$ cat config.mk
export PLATFORM = sky130hd
export DESIGN_NAME = pe_psum_acc_flat
export DESIGN_NICKNAME = d
export VERILOG_FILES = /design/src/rtl/pe_psum_acc_if.sv /design/src/rtl/pe_psum_acc.sv /design/src/flat_wrapper.sv
export SDC_FILE = /design/constraint.sdc
export NUM_CORES = 1
export LEC_CHECK = 0
export CAP_MARGIN = 15
export CORE_MARGIN = 5
export CORE_UTILIZATION = 40
export DETAILED_ROUTE_END_ITERATION = 10
export PLACE_DENSITY = 0.62
export SETUP_SLACK_MARGIN = 0.2
export SLEW_MARGIN = 40
export SYNTH_ARGS = -nofsm -noshare
export SYNTH_HDL_FRONTEND = slang
export SYNTH_SLANG_ARGS = --single-unit
$ cat constraint.sdc
create_clock -name clk -period 3.3 [get_ports clk]
set_input_delay 0.33 -clock clk [delete_from_list [all_inputs] [get_ports clk]]
set_output_delay 0.33 -clock clk [all_outputs]
set_load 0.02 [all_outputs]
$ cat src/rtl/pe_psum_acc_if.sv
// pe_psum_acc_if: partial-sum input stream and result output stream of the accumulator.
interface pe_psum_acc_if #(parameter int DATA_W = 32);
    logic              psum_valid;
    logic              psum_ready;
    logic [DATA_W-1:0] psum_data;
    logic              res_valid;
    logic              res_ready;
    logic [DATA_W-1:0] res_data;
    modport master (output psum_valid, psum_data, res_ready, input psum_ready, res_valid, res_data);
    modport slave  (input psum_valid, psum_data, res_ready, output psum_ready, res_valid, res_data);
endinterface

$ cat src/rtl/pe_psum_acc.sv
// pe_psum_acc: accumulates num_chunks partial sums into one neuron result with optional ReLU.
module pe_psum_acc #(
    parameter int DATA_W = 32,
    parameter int CNT_W  = 16
) (
    input  logic             clk,
    input  logic             rst_n,
    input  logic             start,
    input  logic [CNT_W-1:0] num_chunks,
    input  logic             relu_en,
    output logic             busy,
    pe_psum_acc_if.slave     bus
);
    typedef enum logic [1:0] {IDLE, ACC, DONE} state_t;
    state_t state_q, state_d;
    logic [DATA_W-1:0] acc_q;
    logic [CNT_W-1:0]  cnt_q, len_q;
    logic              relu_q;
    logic              take, last;

    assign take = bus.psum_valid && state_q == ACC;
    assign last = cnt_q == len_q - 1'b1;

    always_ff @(posedge clk or negedge rst_n)
        if (!rst_n) state_q <= IDLE;
        else        state_q <= state_d;

    always_comb begin
        state_d = state_q;
        if (state_q == IDLE && start) state_d = num_chunks == '0 ? DONE : ACC;
        if (take && last) state_d = DONE;
        if (state_q == DONE && bus.res_ready) state_d = IDLE;
    end

    always_comb begin
        bus.psum_ready = state_q == ACC;
        bus.res_valid  = state_q == DONE;
        bus.res_data   = (state_q == DONE && !(relu_q && acc_q[DATA_W-1])) ? acc_q : '0;
        busy           = state_q != IDLE;
    end

    // Accumulator and counter are frozen in DONE, which keeps res_data stable under backpressure.
    always_ff @(posedge clk or negedge rst_n)
        if (!rst_n) begin
            acc_q  <= '0;
            cnt_q  <= '0;
            len_q  <= '0;
            relu_q <= 1'b0;
        end else if (state_q == IDLE && start) begin
            acc_q  <= '0;
            cnt_q  <= '0;
            len_q  <= num_chunks;
            relu_q <= relu_en;
        end else if (take) begin
            acc_q <= acc_q + bus.psum_data;
            cnt_q <= cnt_q + 1'b1;
        end
endmodule
$ cat src/flat_wrapper.sv
// flat-port wrapper written by rule: the top's interface ports become plain ports
module pe_psum_acc_flat 
#(
    parameter int DATA_W = 32,
    parameter int CNT_W  = 16
)
  (clk, rst_n, start, num_chunks, relu_en, busy, bus_psum_valid, bus_psum_data, bus_res_ready, bus_psum_ready, bus_res_valid, bus_res_data);
  pe_psum_acc_if #(.DATA_W(DATA_W)) bus_i ();
  input  logic clk;
  input  logic rst_n;
  input  logic start;
  input  logic [CNT_W-1:0] num_chunks;
  input  logic relu_en;
  output logic busy;
  input wire logic [$bits(bus_i.psum_valid)-1:0] bus_psum_valid;
  input wire logic [$bits(bus_i.psum_data)-1:0] bus_psum_data;
  input wire logic [$bits(bus_i.res_ready)-1:0] bus_res_ready;
  output wire logic [$bits(bus_i.psum_ready)-1:0] bus_psum_ready;
  output wire logic [$bits(bus_i.res_valid)-1:0] bus_res_valid;
  output wire logic [$bits(bus_i.res_data)-1:0] bus_res_data;
  assign bus_i.psum_valid = bus_psum_valid;
  assign bus_i.psum_data = bus_psum_data;
  assign bus_i.res_ready = bus_res_ready;
  assign bus_psum_ready = bus_i.psum_ready;
  assign bus_res_valid = bus_i.res_valid;
  assign bus_res_data = bus_i.res_data;
  pe_psum_acc #(.DATA_W(DATA_W), .CNT_W(CNT_W)) u_core (.clk(clk), .rst_n(rst_n), .start(start), .num_chunks(num_chunks), .relu_en(relu_en), .busy(busy), .bus(bus_i));
endmodule
## After elaboration in Yosys (flattened, before gate mapping)

Index checks and enable logic that the tools add are counted.

| storage, ports and cells | value |
|---|---|
| word-level logic and storage cells | 32 |
| register bits after elaboration | 67 |
| output and inout port bits | 35 |
| input bits | 54 |

| cells by class | value |
|---|---|
| reductions and logical operators | 12 |
| multiplexer cells | 9 |
| add/sub/neg operators | 3 |
| equality and inequality tests | 3 |

Operator list:

| cell | count |
|---|---|
| $mux 32 | 3 |
| $add 32x32->32 | 1 |
| $mux 16 | 2 |
| $add 16x1->16 const B | 1 |
| $eq 16x16->1 | 1 |
| $logic_not 16->1 | 1 |
| $sub 16x1->16 const B | 1 |
| $mux 2 | 4 |
| $logic_and 1x1->1 | 6 |
| $reduce_bool 2->1 | 2 |
| $reduce_bool 3->1 | 1 |
| $eq 2x1->1 const B | 1 |
| $eq 2x2->1 const B | 1 |
| $logic_not 2->1 | 1 |
| $logic_not 1->1 | 1 |

## Logic depth before layout (Yosys ltp)

Gate-level depths: netlist of run 1.

| logic depth | value |
|---|---|
| depth after elaboration | 5 |
| gate-level depth with buffers | 12 |
| gate-level depth less buffers | 12 |

## Least setup slack after synthesis of run 1

No wires, ideal clock.

| timing | value |
|---|---|
| kind | register to register |
| start | register u_core.acc_q[1] |
| end | register u_core.acc_q[21] |
| clock period less this slack | 2.479 ns |
| arrival time | 2.358 ns |
| path slack | 0.821 ns |
| library setup time | 0.122 ns |
| required time | 3.178 ns |
| stages on the path, launching flop included | 11 |
| path buffers | 0 |
| cell sequence | dfrtp_1 ha_1 a211o_1 a211oi_2 o21ai_1 nand3_2 a21oi_1 o21a_1 o21a_1 or3_1 a32o_1 |

| on the way | value |
|---|---|
| cells in the longest elaborated chain, start to end | 3 |

Ends and longest elaborated chain:

| element | RTL line | RTL |
|---|---|---|
| from (decl) | pe_psum_acc.sv:16 | `logic [DATA_W-1:0] acc_q;` |
| from (signal assigned) | pe_psum_acc.sv:55 | `acc_q <= acc_q + bus.psum_data;` |
| $add 32x32->32 | pe_psum_acc.sv:55 |  |
| $mux 32 | pe_psum_acc.sv:54 | `end else if (take) begin` |
| $mux 32 | pe_psum_acc.sv:49 | `end else if (state_q == IDLE && start) begin` |

No other way between the ends. The select of a mux whose other input is x is not followed.
A chain may end at the register's enable or synchronous reset.

## Worst setup path in the final report of run 1

| timing | value |
|---|---|
| start | input bus_psum_data[0] |
| end | register u_core.acc_q[24] |

| on the way | value |
|---|---|
| cells in the longest elaborated chain, start to end | 3 |

Ends and longest elaborated chain:

| element | RTL line | RTL |
|---|---|---|
| from (decl) | flat_wrapper.sv:16 | `input wire logic [$bits(bus_i.psum_data)-1:0] bus_psum_data;` |
| $add 32x32->32 | pe_psum_acc.sv:55 |  |
| $mux 32 | pe_psum_acc.sv:54 |  |
| $mux 32 | pe_psum_acc.sv:49 |  |

No other way between the ends. The select of a mux whose other input is x is not followed.

==> flow_summary.toml, run 1 <==
[worst_setup_path]
path_buf_inv = 2
path_class = "in -> reg"
crit_cells = 13
r2r_setup_slack_ps = 520
cpMaxStageDelayCell = "clkdlybuf4s50_1"
reg2reg_to = "u_core.acc_q[24]"
required_ps = 3500
path_cells = "clkdlybuf4s50_1 -> ha_1 -> inv_1 -> fa_1 -> nor2b_1 -> o2111ai_1 -> and3b_1 -> o21ai_1 -> a31o_2 -> a31o_2 -> a41oi_2 -> xor2_1 -> o21ai_1"
cp-end-kind = "register"
rr_worst_depth = 12
timing.rr.start = "u_core.acc_q[0]"
cp_max_fo = 4
crit_start = "bus_psum_data[0]"
crit_arrival_ps = 3080
start_kind = "input pin"
crit_family = "compound AO/OA/AOI/OAI gates"
cpPeakStageDelay_ps = 460

[timing]
final-setup-viol-count = 0
period_share_pct = 87.2
rsz0062_at_grt = "false"
worst_pin_slew_ps = 755
max_freq_mhz = 347
period_needed_ps = 2880
fin_setup_tns_ps = 0
slew_viol_final = 0
skew_ps = 4.98
relSlewSlack_pct = 49.0
final_hold_viol_count = 0

[synth]
synth_top_area_share_pct = 33.7
synth_edf_count = 0
netlist_area_um2 = 4980
yosysWarnings = 0
synth-seq-cells = 67
synth.avg_cell_area_um2 = 8.30
synth_fp_nets = 688
yosys.area.top_type = "dfrtp_1"
synthTopCellsByArea = "dfrtp_1 (34%), ha_1 (8.3%), nand2_1 (8.3%)"
postSynth.asyncResetShare_pct = 100
ys.flop_type = "dfrtp_1"
synth_cells = 600
seq_area_frac_synth_pct = 33.7
synth.distinct_cells = 56

[die]
die-height_um = 122
num_rows = 40
die-area_um2 = 14800
die_w_um = 122
core-area_um2 = 12100
start_util_pct = 41.1
io_pins = 89

[clock_tree]
htree_levels = 3
tritoncts = "done"
cts_num_sinks = 67
clockBufferDepth = 2
clk_pin_slew_ps = 60
cts_resized = 0
clockRootBuffer = "clkbuf_16"
clkLatencyLatePin_ps = 330
cts_made_buffers = 9

[pwr]
p_seq_share_pct = 28.4
p_clk_share_pct = 19.9
switchingPower_w = 0.00222
vdd.ir_drop.worst_uv = 274
switching_share_pct = 42.3
power_frac_comb_pct = 51.8
power_density_nw_per_um2 = 821
p_int_w = 0.00302
leakage_nw = 2.80

[placement]
port-buffer-count = 88
placed_area_um2 = 6050
dp_hpwl_mm = 9.63
gp_congestion = 0.867
dp_cells = 843

[global_route]
antenna_found_initial = 0
grt_pass1_wl_mm = 21.2
overflow = 0
grt_usage_pct = 17.8
grt_max_degree = 36
grt_pass1_vias = 4498

[cells_and_area]
antenna_cells = 0
final_layout_size_suffix_gt1_share_pct = 6.21
num-fill-cells = 1158
final_common_cell = "nand2_1"
nNetsFinal = 775
fin_area_um2 = 6380
area.growth.synth_to_final_pct = 28.2
mostFrequentLayoutCells = "nand2_1 (110), clkdlybuf4s50_1 (87), dfrtp_1 (67), nor2_1 (45), o21ai_0 (44)"
fin_cells = 860

[hold_path]
holdPathEnd = "u_core.acc_q[4]"
whs_path_depth = 2
hold_path_class = "reg -> reg"
worstHoldStart = "u_core.acc_q[4]"

[routing]
wire_per_inst_um = 14.6
viasPerCell = 5.19
via_count = 4460
drc = 0
dr.pass1.iters = 4
ant_nets = 0
drtIter0Drc = 233
wirelength_mm = 12.6

[flow_run]
max_cap_viol_count = 0

[run_status]
status = "complete, no violations"
==> cell type report <==
type	count	area [µm²]	share of cell area (%)
multi-input cells	496	3170	49.6
flip-flops and latches	67	1680	26.3
repair buffers	97	948	14.9
clock buffers	12	246	3.86
well taps	168	210	3.29
clock inverters	4	73.8	1.16
inverters	16	60.1	0.941
==> how the worst max path moves through the flow <==
| stage | end | slack [ps] |
|---|---|---|
| final | u_core.acc_q[24] | 420 |
| after global routing | u_core.acc_q[30] | 200 |
| after CTS | bus_res_data[30] | 410 |
| after detailed placement | u_core.acc_q[24] | 100 |
| after global placement | u_core.acc_q[24] | 180 |
| after floorplan | u_core.acc_q[21] | 820 |
==> timing repair <==
action	CTS	global route
setup buffers	0	0
hold buffers	1	0
hold endpoints to repair	33	0
==> worst reg2reg max path: cells and delay by family, from the launching register on <==
kind	cells	cell delay (ps)
AO/OA/AOI/OAI	6	1030
XOR/XNOR	1	150
flip-flops	1	360
adder cells (fa/ha/maj)	2	590
AND/OR/NAND/NOR	2	450
buffers and inverters	1	70
==> logic make-up (layout without fill, tap and decap cells) <==
kind of cell             after synthesis  after routing  share of synthesized area, %
AND/OR/NAND/NOR                      257            257                          25.2
flip-flops                            67             67                          33.7
AO/OA/AOI/OAI                        144            144                          18.8
multiplexers                           2              2                         0.402
adder cells (fa/ha/maj)               34             34                          8.70
XOR/XNOR                              59             59                          10.4
buffers and inverters                 37            129                          2.87
==> stage by stage <==
stage,total power [W],utilization [%],setup slack [ps],hold WS [ps]
after floorplan,0.00355,-,821,34.4
after global placement,0.00413,49.9,184,485
after detailed placement,0.00419,50.0,102,333
after CTS,0.00527,52.7,415,506
after global routing,0.00572,52.7,202,516
final,0.00524,52.7,422,501
==> synthesized netlist by cell type, drive strengths merged, types with 2 or more instances <==
cell     instances
buf              5
nor2b            6
ha              33
xnor2           31
a21oi           36
a221oi           2
nand3           15
a2111oi          2
mux2i            2
nor4             7
o21ai           49
o2111ai          3
nand2          110
a31o             2
nor2            47
and3b            2
xor2            28
inv             16
dfrtp           67
a22o             2
nor3             9
o211ai           4
a21o            12
a31oi            7
a211oi           2
o21bai           6
clkbuf          16
and2            37
o31ai            3
o21a             7
and3             6
or3              5
nand4            7
==> sequential cells by signal (all words and copies together) (netlist names) <==
| register | flops |
|---|---|
| u_core.acc_q | 32 |
| u_core.cnt_q | 16 |
| u_core.len_q | 16 |
| u_core.relu_q | 1 |
| u_core.state_q | 2 |
==> power by group through the flow <==
stage	registers (W)	logic (W)	clock network, W
finish	0.00149	0.00271	0.00104
global route	0.00154	0.00308	0.00109
CTS	0.00149	0.00272	0.00106
detailed placement	0.00150	0.00270	0
global placement	0.00149	0.00264	0
floorplan	0.00139	0.00216	0
==> routing by layer <==
metal | global-route usage [%] | share of wire, % | up-vias
li1 | - | - | 2258
met1 | 24.1 | 47 | 2097
met2 | 28.7 | 46 | 86
met3 | 2.46 | 4.0 | 19
met4 | 7.07 | 2.2 | 0
met5 | 0 | 0 | -
No activity file was read; power rests on OpenSTA's default activity.
==> run 2, diff against run 1 <==
- clock period: 3.3 -> 3.5 ns (I/O delays scaled with it)
==> flow_summary.toml, run 2 (synthesis gave the netlist of run 1 again) <==
[worst_setup_path]
cpMaxStageDelayCell = "clkdlybuf4s50_1"
required_ps = 3690
crit_cells = 13
rr_worst_depth = 12
start_kind = "input pin"
reg2reg_to = "u_core.acc_q[30]"
crit_family = "compound AO/OA/AOI/OAI gates"
cp-end-kind = "register"
cp_max_fo = 4
r2r_setup_slack_ps = 710
path_buf_inv = 2
cpPeakStageDelay_ps = 460
path_cells = "clkdlybuf4s50_1 -> ha_1 -> inv_1 -> fa_1 -> nor2b_1 -> o2111ai_1 -> and3b_1 -> o21ai_1 -> a31o_2 -> a21oi_1 -> o21ai_0 -> xnor2_1 -> o21ai_0"
path_class = "in -> reg"
timing.rr.start = "u_core.acc_q[0]"
worst_path_most_repeated_cell = "o21ai_0"
crit_arrival_ps = 3100

[clock_tree]
cts_made_buffers = 9
cts_hold_buf = 1
cts_num_sinks = 67
cts_resized = 0
clk_pin_slew_ps = 60
htree_levels = 3
tritoncts = "done"
clockRootBuffer = "clkbuf_16"
clockBufferDepth = 2
cts_setup_buffers = 0
clkLatencyLatePin_ps = 330

[pwr]
switchingPower_w = 0.00211
p_int_w = 0.00286
vdd.ir_drop.worst_uv = 303
p_seq_share_pct = 28.3
p_clk_share_pct = 20.2
switching_share_pct = 42.4
power_density_nw_per_um2 = 779
power_frac_comb_pct = 51.6
leakage_nw = 2.80

[die]
start_util_pct = 41.1
die-height_um = 122
io_pins = 89
die-area_um2 = 14800
num_rows = 40
die_w_um = 122
core-area_um2 = 12100

[routing]
via_count = 4483
wirelength_mm = 12.9
ant_nets = 0
wire_per_inst_um = 15.0
viasPerCell = 5.22
drc = 0
dr.pass1.iters = 6
drtIter0Drc = 197

[global_route]
grt_usage_pct = 17.9
grt_pass1_vias = 4566
grt_pass1_wl_mm = 21.6
overflow = 0
grt_max_degree = 36
antenna_found_initial = 0

[cells_and_area]
fin_util_pct = 52.7
largest_reg_flops = 32
final_layout_size_suffix_gt1_share_pct = 6.22
nNetsFinal = 774
final_common_cell = "nand2_1"
regMostFlops = "u_core.acc_q"
reg_top3 = "u_core.acc_q (32), u_core.cnt_q (16), u_core.len_q (16)"
mostFrequentLayoutCells = "nand2_1 (110), clkdlybuf4s50_1 (87), dfrtp_1 (67), nor2_1 (45), o21ai_0 (44)"
antenna_cells = 0
area.growth.synth_to_final_pct = 28.1

[timing]
skew_ps = 7.39
fin_setup_tns_ps = 0
max_freq_mhz = 344
slew_viol_final = 0
worst_pin_slew_ps = 750
holdWs_ps = 471
period_share_pct = 83.0
final-setup-viol-count = 0
relSlewSlack_pct = 49.3
final_hold_viol_count = 0
rsz0062_at_grt = "false"
period_needed_ps = 2910

[run_status]
status = "complete, no violations"

[placement]
port-buffer-count = 88
gp_congestion = 0.882
dp_hpwl_mm = 9.74

[flow_run]
max_cap_viol_count = 0

[hold_path]
hold_path_class = "in -> async"
==> run 2: changes by cell type in the layout (fill, tap and decap cells not counted), sizes merged <==
cell / change
buf: -1
clkinv: -1
clkinvlp: +1
==> run 2: power by group through the flow <==
stage               logic [W]  registers, W  clock network, W
CTS                   0.00257       0.00141           0.00102
floorplan             0.00204       0.00131                 0
global route          0.00290       0.00146           0.00105
detailed placement    0.00255       0.00142                 0
finish                0.00256       0.00140           0.00100
global placement      0.00249       0.00141                 0
==> run 2: area by class of cell <==
class | count | area, µm²
multi-input cells | 496 | 3170
clock buffers | 12 | 256
flip-flops and latches | 67 | 1680
fillers | 1198 | 5730
clock inverters | 4 | 72.6
repair buffers | 96 | 938
well taps | 168 | 210
inverters | 16 | 60.1
==> run 2: per-layer routing <==
layer / part of all wire [%] / global-route usage (%)
met1: 48 / 24.1
met4: 1.1 / 5.53
met3: 3.2 / 2.60
met2: 48 / 30.0
met5: 0 / 0
==> run 2: worst max path at each step <==
stage                startpoint               end  slack [ps]
2_1_floorplan   u_core.acc_q[1]  u_core.acc_q[21]        1020
3_3_place_gp   bus_psum_data[0]  u_core.acc_q[24]         360
3_5_place_dp   bus_psum_data[0]  u_core.acc_q[30]         280
4_1_cts        bus_psum_data[0]  u_core.acc_q[30]         610
5_1_grt        bus_psum_data[0]  u_core.acc_q[30]         410
6_report       bus_psum_data[0]  u_core.acc_q[30]         590
==> run 2: stage by stage <==
step	worst slack [ps]	total power [W]	cell area (µm²)	instances
global route	406	0.00541	6380	859
floorplan	1020	0.00334	4980	600
finish	594	0.00497	6380	859
CTS	615	0.00499	6380	859
detailed placement	281	0.00396	6040	842
global placement	362	0.00390	6040	842
==> run 3, diff against run 2 <==
- PLACE_DENSITY: 0.62 -> 0.65
- clock period: 3.5 -> 2.55 ns (I/O delays scaled with it)
==> flow_summary.toml, run 3 (synthesis gave the netlist of run 1 again) <==
[run_status]
status = "finished with violations"
violations = "negative setup slack"

[clock_tree]
cts_num_sinks = 67
cts_made_buffers = 9
htree_levels = 3
clkLatencyLatePin_ps = 340
tritoncts = "done"
clk_pin_slew_ps = 60
clockBufferDepth = 2
clockRootBuffer = "clkbuf_16"

[worst_setup_path]
worst_path_most_repeated_cell = "a21oi_2"
cpMaxStageDelayCell = "dfrtp_1"
crit_path_end = "u_core.acc_q[14]"
crit_start = "u_core.acc_q[0]"
required_ps = 2810
crit_cells = 13
crit_arrival_ps = 2820
cpPeakStageDelay_ps = 420
path_buf_inv = 2
rr_worst_depth = 13
reg2reg_to = "u_core.acc_q[14]"
cp-end-kind = "register"
cp_max_fo = 3
path_class = "reg -> reg"
r2r_setup_slack_ps = -3
timing.rr.start = "u_core.acc_q[0]"
start_kind = "register"
crit_family = "compound AO/OA/AOI/OAI gates"
path_cells = "ha_4 -> inv_2 -> fa_2 -> nor2b_4 -> o2111ai_2 -> and3b_2 -> buf_6 -> o211ai_1 -> a21oi_2 -> o21bai_1 -> a21oi_2 -> xor2_1 -> o21ai_1"

[placement]
port-buffer-count = 88
gp_congestion = 0.855
dp_hpwl_mm = 10.6
dp_cells = 900

[pwr]
vdd.ir_drop.worst_uv = 514
power_density_nw_per_um2 = 1130
leakage_nw = 3.66

[die]
num_rows = 40
io_pins = 89
die-height_um = 122
core-area_um2 = 12100
die-area_um2 = 14800
start_util_pct = 41.1
die_w_um = 122

[cells_and_area]
final_common_cell = "nand2_1"
area.growth.synth_to_final_pct = 47.6
reg_top3 = "u_core.acc_q (32), u_core.cnt_q (16), u_core.len_q (16)"
largest_reg_flops = 32
nNetsFinal = 847
fin_cells = 932
antenna_cells = 0
mostFrequentLayoutCells = "nand2_1 (110), buf_4 (72), dfrtp_1 (66), clkdlybuf4s50_1 (50), nor2_1 (41)"
regMostFlops = "u_core.acc_q"
final_layout_size_suffix_gt1_share_pct = 21.2
fin_util_pct = 60.7

[routing]
via_count = 4864
wirelength_mm = 14.6
dr_wl_met3_um = 489
viasPerCell = 5.22
drtIter0Drc = 265
met2_length_mm = 7.19
drc = 0
route.layer.met1.wl_mm = 6.59
wire_per_inst_um = 15.6
dr.pass1.iters = 6
ant_nets = 0
highest_layer = "met4"

[global_route]
grt_pass1_vias = 4945
antenna_found_initial = 0
grt_usage_pct = 19.5
grt_pass1_wl_mm = 23.5
overflow = 0
grt_max_degree = 36

[timing]
fin_ws_ps = -3.00
rsz0062_at_grt = "true"
period_share_pct = 100
holdWs_ps = 452
final-setup-viol-count = 1
relSlewSlack_pct = 53.6
period_needed_ps = 2550
worst_pin_slew_ps = 696
skew_ps = 6.95
max_freq_mhz = 392
slew_viol_final = 0
final_hold_viol_count = 0

[hold_path]
hold_path_class = "in -> reg"

[flow_run]
max_cap_viol_count = 0
[run 3: cell types whose count changed in the layout (fill, tap and decap cells not counted), sizes merged]
| cell | previous run | this run |
|---|---|---|
| dlymetal6s2s | 0 | 20 |
| clkinv | 1 | 3 |
| clkbuf | 12 | 10 |
| dlygate4sd2 | 0 | 17 |
| clkdlybuf4s50 | 87 | 50 |
| buf | 8 | 81 |
[run 3: how the worst min path moves through the flow]
stage            start                to  slack [ps]  depth (start not counted)
2_1_floorplan    rst_n   u_core.acc_q[0]         -40                          0
3_3_place_gp     rst_n  u_core.acc_q[14]         330                          1
3_5_place_dp     rst_n  u_core.acc_q[14]         350                          1
4_1_cts        relu_en     u_core.relu_q         450                          3
5_1_grt        relu_en     u_core.relu_q         470                          3
6_report       relu_en     u_core.relu_q         450                          3
[run 3: power by group]
group	total [W]	leakage (nW)	switching, W	internal (W)
clock network	0.00135	0.153	0.000492	0.000858
registers	0.00196	0.844	0.000471	0.00149
logic	0.00496	2.66	0.00250	0.00246
total	0.00827	3.66	0.00346	0.00481
[run 3: per-layer routing]
| metal | GRT usage (%) | up-vias |
|---|---|---|
| li1 | - | 2402 |
| met1 | 25.5 | 2342 |
| met2 | 33.2 | 95 |
| met3 | 2.51 | 25 |
| met4 | 7.07 | 0 |
| met5 | 0 | - |
[run 3: timing repair]
action,in CTS,in global routing
hold endpoints to repair,25,0
endpoints found under the setup margin,26,40
pin swaps,24,34
gates resized for setup,42,65
hold buffers,1,0
buffers inserted,9,6
[run 3: per-stage QoR]
step                      setup TNS (ps)  instance area [µm²]  total power [W]  setup slack (ps)
after floorplan                        0                 5030          0.00465               160
after global placement             -3020                 6540          0.00599              -307
after detailed placement           -4040                 6540          0.00612              -373
after CTS                              0                 7090          0.00780              18.8
after global routing                -545                 7350          0.00886             -92.1
final                              -3.00                 7350          0.00827             -3.00
[run 3: cell type report]
| type | count | area (µm²) |
|---|---|---|
| sequential | 67 | 1680 |
| clock buffer | 10 | 229 |
| fill | 1068 | 4760 |
| tap | 168 | 210 |
| inverter | 16 | 60.1 |
| clock inverter | 6 | 90.1 |
| timing repair buffer | 169 | 1550 |
| multi-input combinational | 496 | 3530 |
[run 3: worst reg2reg max path, stage by stage (launching register included)]
cell and delay, ps:
dfrtp_1 420, ha_4 170, inv_2 40, fa_2 360, nor2b_4 140, o2111ai_2 120
and3b_2 260, buf_6 130, o211ai_1 200, a21oi_2 90, o21bai_1 180, a21oi_2 100
xor2_1 150, o21ai_1 120
